==> config.mk <==
export PLATFORM = sky130hd
export DESIGN_NAME = pipe_reg_mem_wb
export DESIGN_NICKNAME = d
export VERILOG_FILES = /design/src/rtl/pipe_reg_mem_wb.sv
export SDC_FILE = /design/constraint.sdc
export NUM_CORES = 1
export LEC_CHECK = 0
export BUFFER_PORTS_ARGS = -buffer_cell sky130_fd_sc_hd__buf_4
export CAP_MARGIN = 30
export CORE_UTILIZATION = 30
export CTS_CLUSTER_DIAMETER = 200
export CTS_CLUSTER_SIZE = 10
export DETAILED_ROUTE_END_ITERATION = 10
export PLACE_DENSITY = 0.6
export SLEW_MARGIN = 20
export SYNTH_ARGS = -nofsm -noshare
export SYNTH_HDL_FRONTEND = slang
export SYNTH_SLANG_ARGS = --single-unit
==> constraint.sdc <==
create_clock -name clk -period 2.1 [get_ports clk]
set_input_delay 0.105 -clock clk [delete_from_list [all_inputs] [get_ports clk]]
set_output_delay 0.105 -clock clk [all_outputs]
set_load 0.005 [all_outputs]
==> src/rtl/pipe_reg_mem_wb.sv <==
// MEM/WB pipeline register for the RV32 core.
//
// Carries the writeback payload (data, rd, write enable, instruction word) and a valid bit
// from MEM to WB. Supports stall (hold), flush (bubble injection) and optional suppression
// of writes to x0. Also keeps a one-entry shadow of the last retired register write for
// WB-to-ID/EX forwarding, and a wrapping retired-instruction counter.
//
// Ports:
//   clk, reset            - clock, synchronous active-high reset
//   valid_in, inst_in,    - MEM-stage instruction and writeback payload
//   data_in, rd_in, we_in
//   stall, flush          - hold current contents / replace incoming with a bubble
//   valid_out, inst_out,  - registered WB-stage payload; we_out is the qualified write enable
//   data_out, rd_out, we_out
//   fwd_valid, fwd_rd,    - register/data written by the most recent retired writer
//   fwd_data
//   retired_count         - number of valid instructions that left the stage (wraps)
module pipe_reg_mem_wb #(
    parameter int unsigned DATA_W     = 32,
    parameter int unsigned RADDR_W    = 5,
    parameter int unsigned INST_W     = 32,
    parameter int unsigned CNT_W      = 32,
    parameter logic [INST_W-1:0] NOP_INST = 32'h00000013,
    parameter bit          ZERO_GUARD = 1'b1
) (
    input  logic               clk,
    input  logic               reset,
    input  logic               valid_in,
    input  logic [INST_W-1:0]  inst_in,
    input  logic [DATA_W-1:0]  data_in,
    input  logic [RADDR_W-1:0] rd_in,
    input  logic               we_in,
    input  logic               stall,
    input  logic               flush,
    output logic               valid_out,
    output logic [INST_W-1:0]  inst_out,
    output logic [DATA_W-1:0]  data_out,
    output logic [RADDR_W-1:0] rd_out,
    output logic               we_out,
    output logic               fwd_valid,
    output logic [RADDR_W-1:0] fwd_rd,
    output logic [DATA_W-1:0]  fwd_data,
    output logic [CNT_W-1:0]   retired_count
);

    logic               valid_q, valid_d;
    logic [INST_W-1:0]  inst_q, inst_d;
    logic [DATA_W-1:0]  data_q, data_d;
    logic [RADDR_W-1:0] rd_q, rd_d;
    logic               we_q, we_d;
    logic               fwd_valid_q, fwd_valid_d;
    logic [RADDR_W-1:0] fwd_rd_q, fwd_rd_d;
    logic [DATA_W-1:0]  fwd_data_q, fwd_data_d;
    logic [CNT_W-1:0]   cnt_q, cnt_d;

    logic retire;
    logic we_qual;

    always_comb begin
        // The occupant leaves on any edge where it is not held; a flush always evicts it.
        retire  = valid_q & (~stall | flush);
        we_qual = we_in & valid_in & (!ZERO_GUARD || (rd_in != '0));

        valid_d = valid_q;
        inst_d  = inst_q;
        data_d  = data_q;
        rd_d    = rd_q;
        we_d    = we_q;

        if (flush) begin
            valid_d = 1'b0;
            inst_d  = NOP_INST;
            data_d  = '0;
            rd_d    = '0;
            we_d    = 1'b0;
        end else if (!stall) begin
            valid_d = valid_in;
            inst_d  = inst_in;
            data_d  = data_in;
            rd_d    = rd_in;
            we_d    = we_qual;
        end

        cnt_d       = retire ? cnt_q + CNT_W'(1) : cnt_q;
        fwd_valid_d = fwd_valid_q;
        fwd_rd_d    = fwd_rd_q;
        fwd_data_d  = fwd_data_q;
        if (retire && we_q) begin
            fwd_valid_d = 1'b1;
            fwd_rd_d    = rd_q;
            fwd_data_d  = data_q;
        end
    end

    always_ff @(posedge clk) begin
        if (reset) begin
            valid_q     <= 1'b0;
            inst_q      <= NOP_INST;
            data_q      <= '0;
            rd_q        <= '0;
            we_q        <= 1'b0;
            fwd_valid_q <= 1'b0;
            fwd_rd_q    <= '0;
            fwd_data_q  <= '0;
            cnt_q       <= '0;
        end else begin
            valid_q     <= valid_d;
            inst_q      <= inst_d;
            data_q      <= data_d;
            rd_q        <= rd_d;
            we_q        <= we_d;
            fwd_valid_q <= fwd_valid_d;
            fwd_rd_q    <= fwd_rd_d;
            fwd_data_q  <= fwd_data_d;
            cnt_q       <= cnt_d;
        end
    end

    assign valid_out     = valid_q;
    assign inst_out      = inst_q;
    assign data_out      = data_q;
    assign rd_out        = rd_q;
    assign we_out        = we_q;
    assign fwd_valid     = fwd_valid_q;
    assign fwd_rd        = fwd_rd_q;
    assign fwd_data      = fwd_data_q;
    assign retired_count = cnt_q;

endmodule
==> results of run 1 <==
## cell usage in the layout, fill, tap and decap left out, types with 4 or more instances in the layout
cell / count
a21oi_1: 55
o21ai_0: 8
nand2_1: 92
nor4_1: 5
nand3_1: 11
nor2b_1: 11
dlygate4sd3_1: 73
nand4_1: 8
or3_1: 8
nor2_1: 86
or4_1: 9
dfxtp_1: 140
mux2i_1: 69
nor4_2: 4
o31ai_1: 7
clkbuf_16: 17
xor2_1: 5
mux2_2: 10
buf_4: 233
## cells by family (layout without fill, tap and decap cells)
kind of cell / Yosys count / after routing
and+or+nand+nor: 252 / 252
DFF: 141 / 141
muxes: 79 / 79
AOI/OAI and AO/OA: 71 / 71
buffers and inverters: 41 / 341
xor gates and xnor gates: 6 / 6
adders and majority gates: 1 / 1
## area by class of cell
cell class,count,area [um2],area share
flip-flops and latches,141,2824,0.3263
repair buffers,308,2520,0.2912
multi-input cells,409,2436,0.2815
clock buffers,21,470.5,0.05436
well taps,225,281.5,0.03253
clock inverters,10,115.1,0.01330
inverters,2,7.507,0.0008674
## cell usage after synthesis (2+ instances only)
cell type  count
mux2_2        10
xor2_1         5
nand2b_1       2
nor4_1         9
nor2b_1       11
inv_1          2
or4_1         10
or2_2          3
a21oi_1       55
clkbuf_1      25
buf_2          5
nor2_1        86
nand3_1       12
mux2i_1       69
buf_1          9
o31ai_1        7
nand2_1       92
o21ai_0        8
nand4_1        8
and3_1         3
dfxtp_1      141
or3_1          8
and4_1         3
## sequential cells by signal (all words and copies together), names as in the netlist
| name | flops |
|---|---|
| rd_out | 5 |
| retired_count | 32 |
| data_out | 32 |
| valid_out | 1 |
| we_out | 1 |
| fwd_valid | 1 |
| fwd_rd | 5 |
| fwd_data | 32 |
| inst_out | 32 |
## power groups by stage
stage	combinational, mW	sequential [mW]	clock (mW)
floorplan	0.174	2.81	0
global placement	0.394	2.81	0
CTS	0.506	2.75	3.05
detailed placement	0.397	2.81	0
global route	0.548	2.76	3.18
finish	0.505	2.75	2.96
## routing by layer
metal / vias to the layer above / routed length (um)
li1: 2597 / -
met1: 2378 / 6977
met2: 155 / 7469
met3: 23 / 1086
met4: 0 / 275
met5: - / 0
## repair_timing
action,4_1_cts,5_1_grt
endpoints found under the setup margin,0,6
hold buffers,73,0
gates resized for setup,0,7
endpoints found under the hold margin,70,0
## worst max-delay path: stages (launching register included)
cell and delay [ns]:
dfxtp_1 0.44, nand4_1 0.14, or4_1 0.64, nor4_2 0.30, mux2_2 0.36
## how the worst min path moves through the flow
stage	startpoint	to	slack [ns]
6_report	valid_in	valid_out	0.13
5_1_grt	valid_in	we_out	0.13
4_1_cts	valid_in	valid_out	0.1
3_5_place_dp	inst_in[0]	inst_out[0]	0.32
3_3_place_gp	inst_in[0]	inst_out[0]	0.32
2_1_floorplan	flush	inst_out[0]	0.22
## through the flow
step / instances / util / total power, mW / hold slack [ns]
global route: 1116 / 0.4969 / 6.487 / 0.1302
global placement: 1012 / 0.4193 / 3.204 / 0.3219
finish: 1116 / 0.4969 / 6.221 / 0.1343
CTS: 1116 / 0.4948 / 6.309 / 0.09787
detailed placement: 1012 / 0.4193 / 3.207 / 0.3210
floorplan: 591 / - / 2.984 / 0.2202
==> flow_summary.toml, run 1 <==
[yosys]
yosysWarnings = 0
synth_compound_area_frac = 0.06978
synth_async_sr_flop_share = 0
synthMuxAreaShare = 0.1493
syn_area_per_cell_um2 = 9.101
synthesis.nets = 667
synth_area_leaders = "dfxtp_1 52%, mux2i_1 13%, nand2_1 6.4%"
synth-edff-count = 0
synth_top_area_cell = "dfxtp_1"
synthAdderAreaFrac = 0.002326
ys.flop_type = "dfxtp_1"
synth_top_area_frac = 0.5248
syn_area_mm2 = 0.005379
synth_top_family_by_area = "simple AND/OR/NAND/NOR gates"
seq_area_frac_synth = 0.5248
syn_inst = 591
synth_xor_area_frac = 0.009770
synth-simple-area-share = 0.2142
synth_seq_cells = 141
synth_cell_types = 31

[power]
power_frac_seq = 0.443
p_leak_nw = 3.766
sw_frac_of_total = 0.2185
p_switching_mw = 1.359
pwr-share-comb = 0.081
p_clk_frac = 0.476
power.density_mw_per_mm2 = 718.8
intPower_mw = 4.862
peakVddDrop_v = 0.0005689

[route]
viasPerCell = 4.617
drc_errors = 0
first_iter_violations = 186
num_vias = 5153
final_antenna_net_count = 0
dr.pass1.iters = 4
wl_per_cell_um = 14.16
routed_wl_um = 15810

[critical_path]
cp-start-kind = "flop"
cp.required_ns = 2.39
r2r_end = "retired_count[30]"
cp_max_fo = 7
end_kind = "flop"
startpoint = "retired_count[16]"
r2r_start = "retired_count[16]"
cp.arrival_ns = 2.29
endpoint = "retired_count[30]"
r2r_slack_ns = 0.10
crit_type = "flop to flop"
r2r.worst_path.cells = 4

[sta]
fin_skew_ns = 0.008483
finalCriticalPeriod_ns = 1.995
hold_viol = 0
worst_slack_ns = 0.1047
setup_viol = 0
fmax_mhz = 501.2
slew_headroom = 0.4950
tightest_slew_ns = 0.7575
drv_slew = 0
setup_tns_ns = 0
finalCritPeriodShare = 0.9502

[global_routing]
use_met1 = 0.2090
grt_pass1_vias = 4874
grt_max_degree = 82
grt_first_pass_wirelength_um = 24990
grtUsageMet2 = 0.2826
top_usage_layer = "met2"
antenna_found_initial = 0
use_met3 = 0.06525
grt_overflow_total = 0
grt_use_total = 0.1745

[run_status]
outcome = "complete, no violations"

[cts]
clock_path_buffers = 2
clkTransAtPathRegs_ns = 0.06
clock-root-buffer = "clkbuf_16"
cts_setup_buffers = 0
cts_tree = "built"
cts_buffers = 17
cts.sinks = 141
h-tree-depth = 4
clock_latency_ns = 0.41

[placed_design]
place_area_mm2 = 0.007302
io_buffer_count = 215
gp_congestion = 0.8178
pre_cts_slack_ns = 0.06808
dpl.hpwl_um = 10210

[final_layout]
nets = 955
n_fill_cell = 1691
n_antenna_cell = 0
design_area_mm2 = 0.008655
synthToLayoutAreaGrowth_pct = 60.90
layout-drive-gt1-share = 0.3244

[die]
start_util = 0.3088
fp.dieArea_mm2 = 0.01847
die_w_um = 135.9
rows = 48
die_h_um = 135.9
ios = 216
core_area_mm2 = 0.01742

[hold_path]
hp-class = "input pin to flop"
hold_depth = 4

[run]
maxCapViolCount = 0
Power figures use the tool's default switching activity.
==> inputs of run 2 (changes only) <==
--- a/config.mk
+++ b/config.mk
@@ -7,11 +7,11 @@
 export LEC_CHECK = 0
 export BUFFER_PORTS_ARGS = -buffer_cell sky130_fd_sc_hd__buf_4
 export CAP_MARGIN = 30
-export CORE_UTILIZATION = 30
+export CORE_UTILIZATION = 48
 export CTS_CLUSTER_DIAMETER = 200
 export CTS_CLUSTER_SIZE = 10
 export DETAILED_ROUTE_END_ITERATION = 10
-export PLACE_DENSITY = 0.6
+export PLACE_DENSITY = 0.85
 export SLEW_MARGIN = 20
 export SYNTH_ARGS = -nofsm -noshare
 export SYNTH_HDL_FRONTEND = slang
==> flow_summary.toml, run 2 (synthesized netlist as in run 1, its figures left out) <==
[placed_design]
dpl.hpwl_um = 10610
gp_congestion = 0.8725
place_area_mm2 = 0.007133
dp_cells = 921
io_buffer_count = 215
pre_cts_slack_ns = 0.03659

[final_layout]
stdcell_count = 1028
final_common_cell = "buf_4"
n_antenna_cell = 0
final_cell_mix = "229 x buf_4, 139 x dfxtp_1, 92 x nand2_1"
n_fill_cell = 618
nets = 951
design_area_mm2 = 0.008526
layout-drive-gt1-share = 0.3221
synthToLayoutAreaGrowth_pct = 58.50

[critical_path]
crit_type = "flop to flop"
r2r_slack_ns = 0.12
cp_max_fo = 8
r2r_start = "retired_count[15]"
startpoint = "retired_count[15]"
cp-start-kind = "flop"
r2r.worst_path.cells = 4
r2r_end = "retired_count[26]"
cp.required_ns = 2.49
endpoint = "retired_count[26]"
end_kind = "flop"
cp.arrival_ns = 2.37

[die]
start_util = 0.4940
fp.dieArea_mm2 = 0.01163
ios = 216
rows = 38
core_area_mm2 = 0.01089
die_w_um = 107.9
die_h_um = 107.9

[sta]
slew_headroom = 0.4305
fmax_mhz = 504.1
setup_viol = 0
rsz0062_at_grt = "no"
hold_viol = 0
worst_slack_ns = 0.1161
finalCriticalPeriod_ns = 1.984
fin_skew_ns = 0.01379
tightest_slew_ns = 0.8543
finalCritPeriodShare = 0.9447
setup_tns_ns = 0
drv_slew = 0

[route]
num_vias = 5621
final_antenna_net_count = 0
viasPerCell = 5.468
dr.pass1.iters = 5
first_iter_violations = 413
wl_per_cell_um = 18.27
drc_errors = 0
routed_wl_um = 18780

[cts]
clock-root-buffer = "clkbuf_8"
clkTransAtPathRegs_ns = 0.07
h-tree-depth = 4
clock_path_buffers = 2
cts.sinks = 141
clock_latency_ns = 0.51
cts_tree = "built"
cts_buffers = 17

[power]
total_power_mw = 6.382
p_leak_nw = 3.756
power.density_mw_per_mm2 = 748.6
peakVddDrop_v = 0.0005573

[global_routing]
antenna_found_initial = 0
grt_use_total = 0.3210
grt_overflow_total = 0
grt_first_pass_wirelength_um = 28330
grt_pass1_vias = 5631
grt_max_degree = 82

[run]
maxCapViolCount = 0

[hold_path]
hp-class = "input pin to flop"

[run_status]
outcome = "complete, no violations"
## run 2: cell count changes in the layout (fill, tap and decap cells not counted), sizes merged
cell,before,now
clkinv,5,6
buf,235,230
clkbuf,21,18
bufinv,2,3
clkinvlp,3,1
inv,2,6
dlygate4sd3,73,74
## run 2: what timing repair did
item	in CTS	in global routing
buffers inserted	0	1
gates resized for setup	0	8
hold buffers	74	0
setup endpoints to repair	0	11
endpoints found under the hold margin	71	0
## run 2: worst max-delay path, cell delays in order, from the launching register on
cell and delay, ns:
dfxtp_1 0.46, nand4_1 0.16, or4_4 0.58, nor4_2 0.28, mux2_2 0.38
## run 2: layer usage
metal  vias to the layer above  routed length [um]  global-route usage
met1                      2667                6807              0.3312
met2                       296                9560              0.5678
li1                       2587                   -                   -
met4                         0                 997              0.2065
met3                        71                1413             0.09019
met5                         -                   0                   0
## run 2: layout make-up
cell class	count	area [um2]	share of cell area
inverters	2	7.507	0.0008805
repair buffers	304	2480	0.2909
well taps	140	175.2	0.02055
multi-input cells	409	2429	0.2849
clock buffers	18	427.9	0.05019
flip-flops and latches	141	2825	0.3314
clock inverters	14	181.4	0.02128
## run 2: worst min-delay path by stage
stage                       endpoint  startpoint  depth (start not counted)  slack, ns
floorplan                inst_out[0]       flush                          2       0.22
global placement         inst_out[0]  inst_in[0]                          3       0.31
detailed placement       inst_out[4]  inst_in[4]                          3       0.33
CTS                 retired_count[4]       stall                          5       0.20
global route             data_out[5]       reset                          3       0.25
finish                        we_out       stall                          4       0.21
## run 2: power by group
part           internal (mW)  total (mW)  switching, mW
registers               2.72        2.76         0.0378
clock network           1.87        3.10           1.23
logic                  0.306       0.526          0.219
## run 2: per-stage QoR
step,hold slack [ns],util
2_1_floorplan,0.2202,-
4_1_cts,0.2042,0.7791
3_3_place_gp,0.3149,0.6551
6_report,0.2116,0.7830
3_5_place_dp,0.3336,0.6551
5_1_grt,0.2505,0.7830
==> inputs of run 3 (changes only) <==
--- a/config.mk
+++ b/config.mk
@@ -7,11 +7,11 @@
 export LEC_CHECK = 0
 export BUFFER_PORTS_ARGS = -buffer_cell sky130_fd_sc_hd__buf_4
 export CAP_MARGIN = 30
-export CORE_UTILIZATION = 48
+export CORE_UTILIZATION = 52
 export CTS_CLUSTER_DIAMETER = 200
 export CTS_CLUSTER_SIZE = 10
 export DETAILED_ROUTE_END_ITERATION = 10
-export PLACE_DENSITY = 0.85
+export PLACE_DENSITY = 0.91
 export SLEW_MARGIN = 20
 export SYNTH_ARGS = -nofsm -noshare
 export SYNTH_HDL_FRONTEND = slang
==> constraint.sdc (replaced) <==
create_clock -name clk -period 2.3 [get_ports clk]
set_input_delay 0.115 -clock clk [delete_from_list [all_inputs] [get_ports clk]]
set_output_delay 0.115 -clock clk [all_outputs]
set_load 0.005 [all_outputs]
==> flow_summary.toml, run 3 (synthesized netlist as in run 1, its figures left out) <==
[critical_path]
cp_max_fo = 15
r2r_end = "retired_count[28]"
cp-start-kind = "flop"
crit_type = "flop to flop"
crit_slowest_cell = "nor4b_1"
cp.required_ns = 2.71
r2r_start = "retired_count[0]"
r2r_slack_ns = 0.12
cp.buffers_inverters = 0
max_stage_delay_ns = 0.46
cp.arrival_ns = 2.59
crit_chain = "ha_1 > and3_1 > nand3_1 > nor4b_1 > mux2_2"
end_kind = "flop"
r2r.worst_path.cells = 5
critPathTopFamily = "simple AND/OR/NAND/NOR gates"

[global_routing]
grt_first_pass_wirelength_um = 33510
grt_use_total = 0.4005
grtUsageMet2 = 0.6865
grt_overflow_total = 0
use_met1 = 0.4271
top_usage_layer = "met2"
grt_max_degree = 51
antenna_found_initial = 0
use_met3 = 0.1070
grt_pass1_vias = 6281

[sta]
whs_ns = 0.04720
fin_skew_ns = 0.01010
setup_tns_ns = 0
slew_headroom = 0.6244
fmax_mhz = 458.0
setup_viol = 0
finalCritPeriodShare = 0.9493
hold_viol = 0
tightest_slew_ns = 0.5635
finalCriticalPeriod_ns = 2.183
rsz0062_at_grt = "no"
drv_slew = 0

[final_layout]
synthToLayoutAreaGrowth_pct = 56.62
fin_util = 0.8501
final_cell_mix = "222 x buf_4, 141 x dfxtp_1, 92 x nand2_1"
n_antenna_cell = 0
nets = 944
layout-drive-gt1-share = 0.3087
final_common_cell = "buf_4"

[placed_design]
io_buffer_count = 215
dpl.hpwl_um = 11060
gp_congestion = 0.8909

[run]
maxCapViolCount = 0

[hold_path]
hold_end = "fwd_data[6]"
hp-class = "input pin to flop"
min_from = "reset"
hold_depth = 2

[power]
power.density_mw_per_mm2 = 688.3
peakVddDrop_v = 0.0005247
p_leak_nw = 3.700

[die]
start_util = 0.5428
core_area_mm2 = 0.009910
fp.dieArea_mm2 = 0.01075
die_h_um = 103.7
ios = 216
rows = 36
die_w_um = 103.7

[route]
final_antenna_net_count = 0
drc_errors = 0
num_vias = 5977
viasPerCell = 5.894
first_iter_violations = 466
wl_per_cell_um = 21.40
routed_wl_um = 21700
dr.pass1.iters = 7

[cts]
cts_setup_buffers = 0
clock-root-buffer = "clkbuf_8"
h-tree-depth = 4
clkTransAtPathRegs_ns = 0.06
cts.sinks = 141
clock_latency_ns = 0.53
cts_tree = "built"
cts_buffers = 17
clock_path_buffers = 2

[run_status]
outcome = "complete, no violations"
run 3: power breakdown:
group	leakage [nW]	switching, mW	internal [mW]
sequential	1.14	0.0398	2.48
combinational	2.29	0.224	0.285
clock	0.271	1.17	1.59
total	3.70	1.44	4.36
run 3: routing by layer:
metal / share of wire / up-vias / wire length, um
met3: 0.093 / 127 / 2008
li1: - / 2571 / -
met2: 0.49 / 463 / 10660
met1: 0.35 / 2816 / 7545
met5: 0 / - / 0
met4: 0.069 / 0 / 1489
run 3: through the flow:
stage,cell area [um2],setup slack [ns],power [mW],std cells
after floorplan,5379,0.4109,2.724,591
after global placement,7079,0.2808,2.912,908
after detailed placement,7107,0.1509,2.931,909
after CTS,8424,0.1111,5.701,1014
after global routing,8424,0.04041,5.920,1014
final,8424,0.1166,5.799,1014
run 3: final cells by class:
class / instances / area (um2)
clock buffer: 18 / 427.9
sequential: 141 / 2823
timing repair buffer: 297 / 2445
inverter: 2 / 7.507
clock inverter: 14 / 158.9
fill: 444 / 1485
multi-input combinational: 409 / 2396
tap: 133 / 166.4
run 3: worst max-delay path by stage:
stage                     start                 to  slack (ns)  cells after the start
2_1_floorplan  retired_count[8]  retired_count[31]        0.41                      5
3_3_place_gp   retired_count[0]  retired_count[28]        0.28                      5
3_5_place_dp   retired_count[0]  retired_count[26]        0.15                      5
4_1_cts        retired_count[0]  retired_count[28]        0.11                      5
5_1_grt        retired_count[0]  retired_count[28]        0.04                      5
6_report       retired_count[0]  retired_count[28]        0.12                      5
run 3: timing repair:
action                                 in CTS  in global routing
endpoints found under the hold margin      70                  0
hold buffers                               73                  0
gates resized for setup                     0                  0
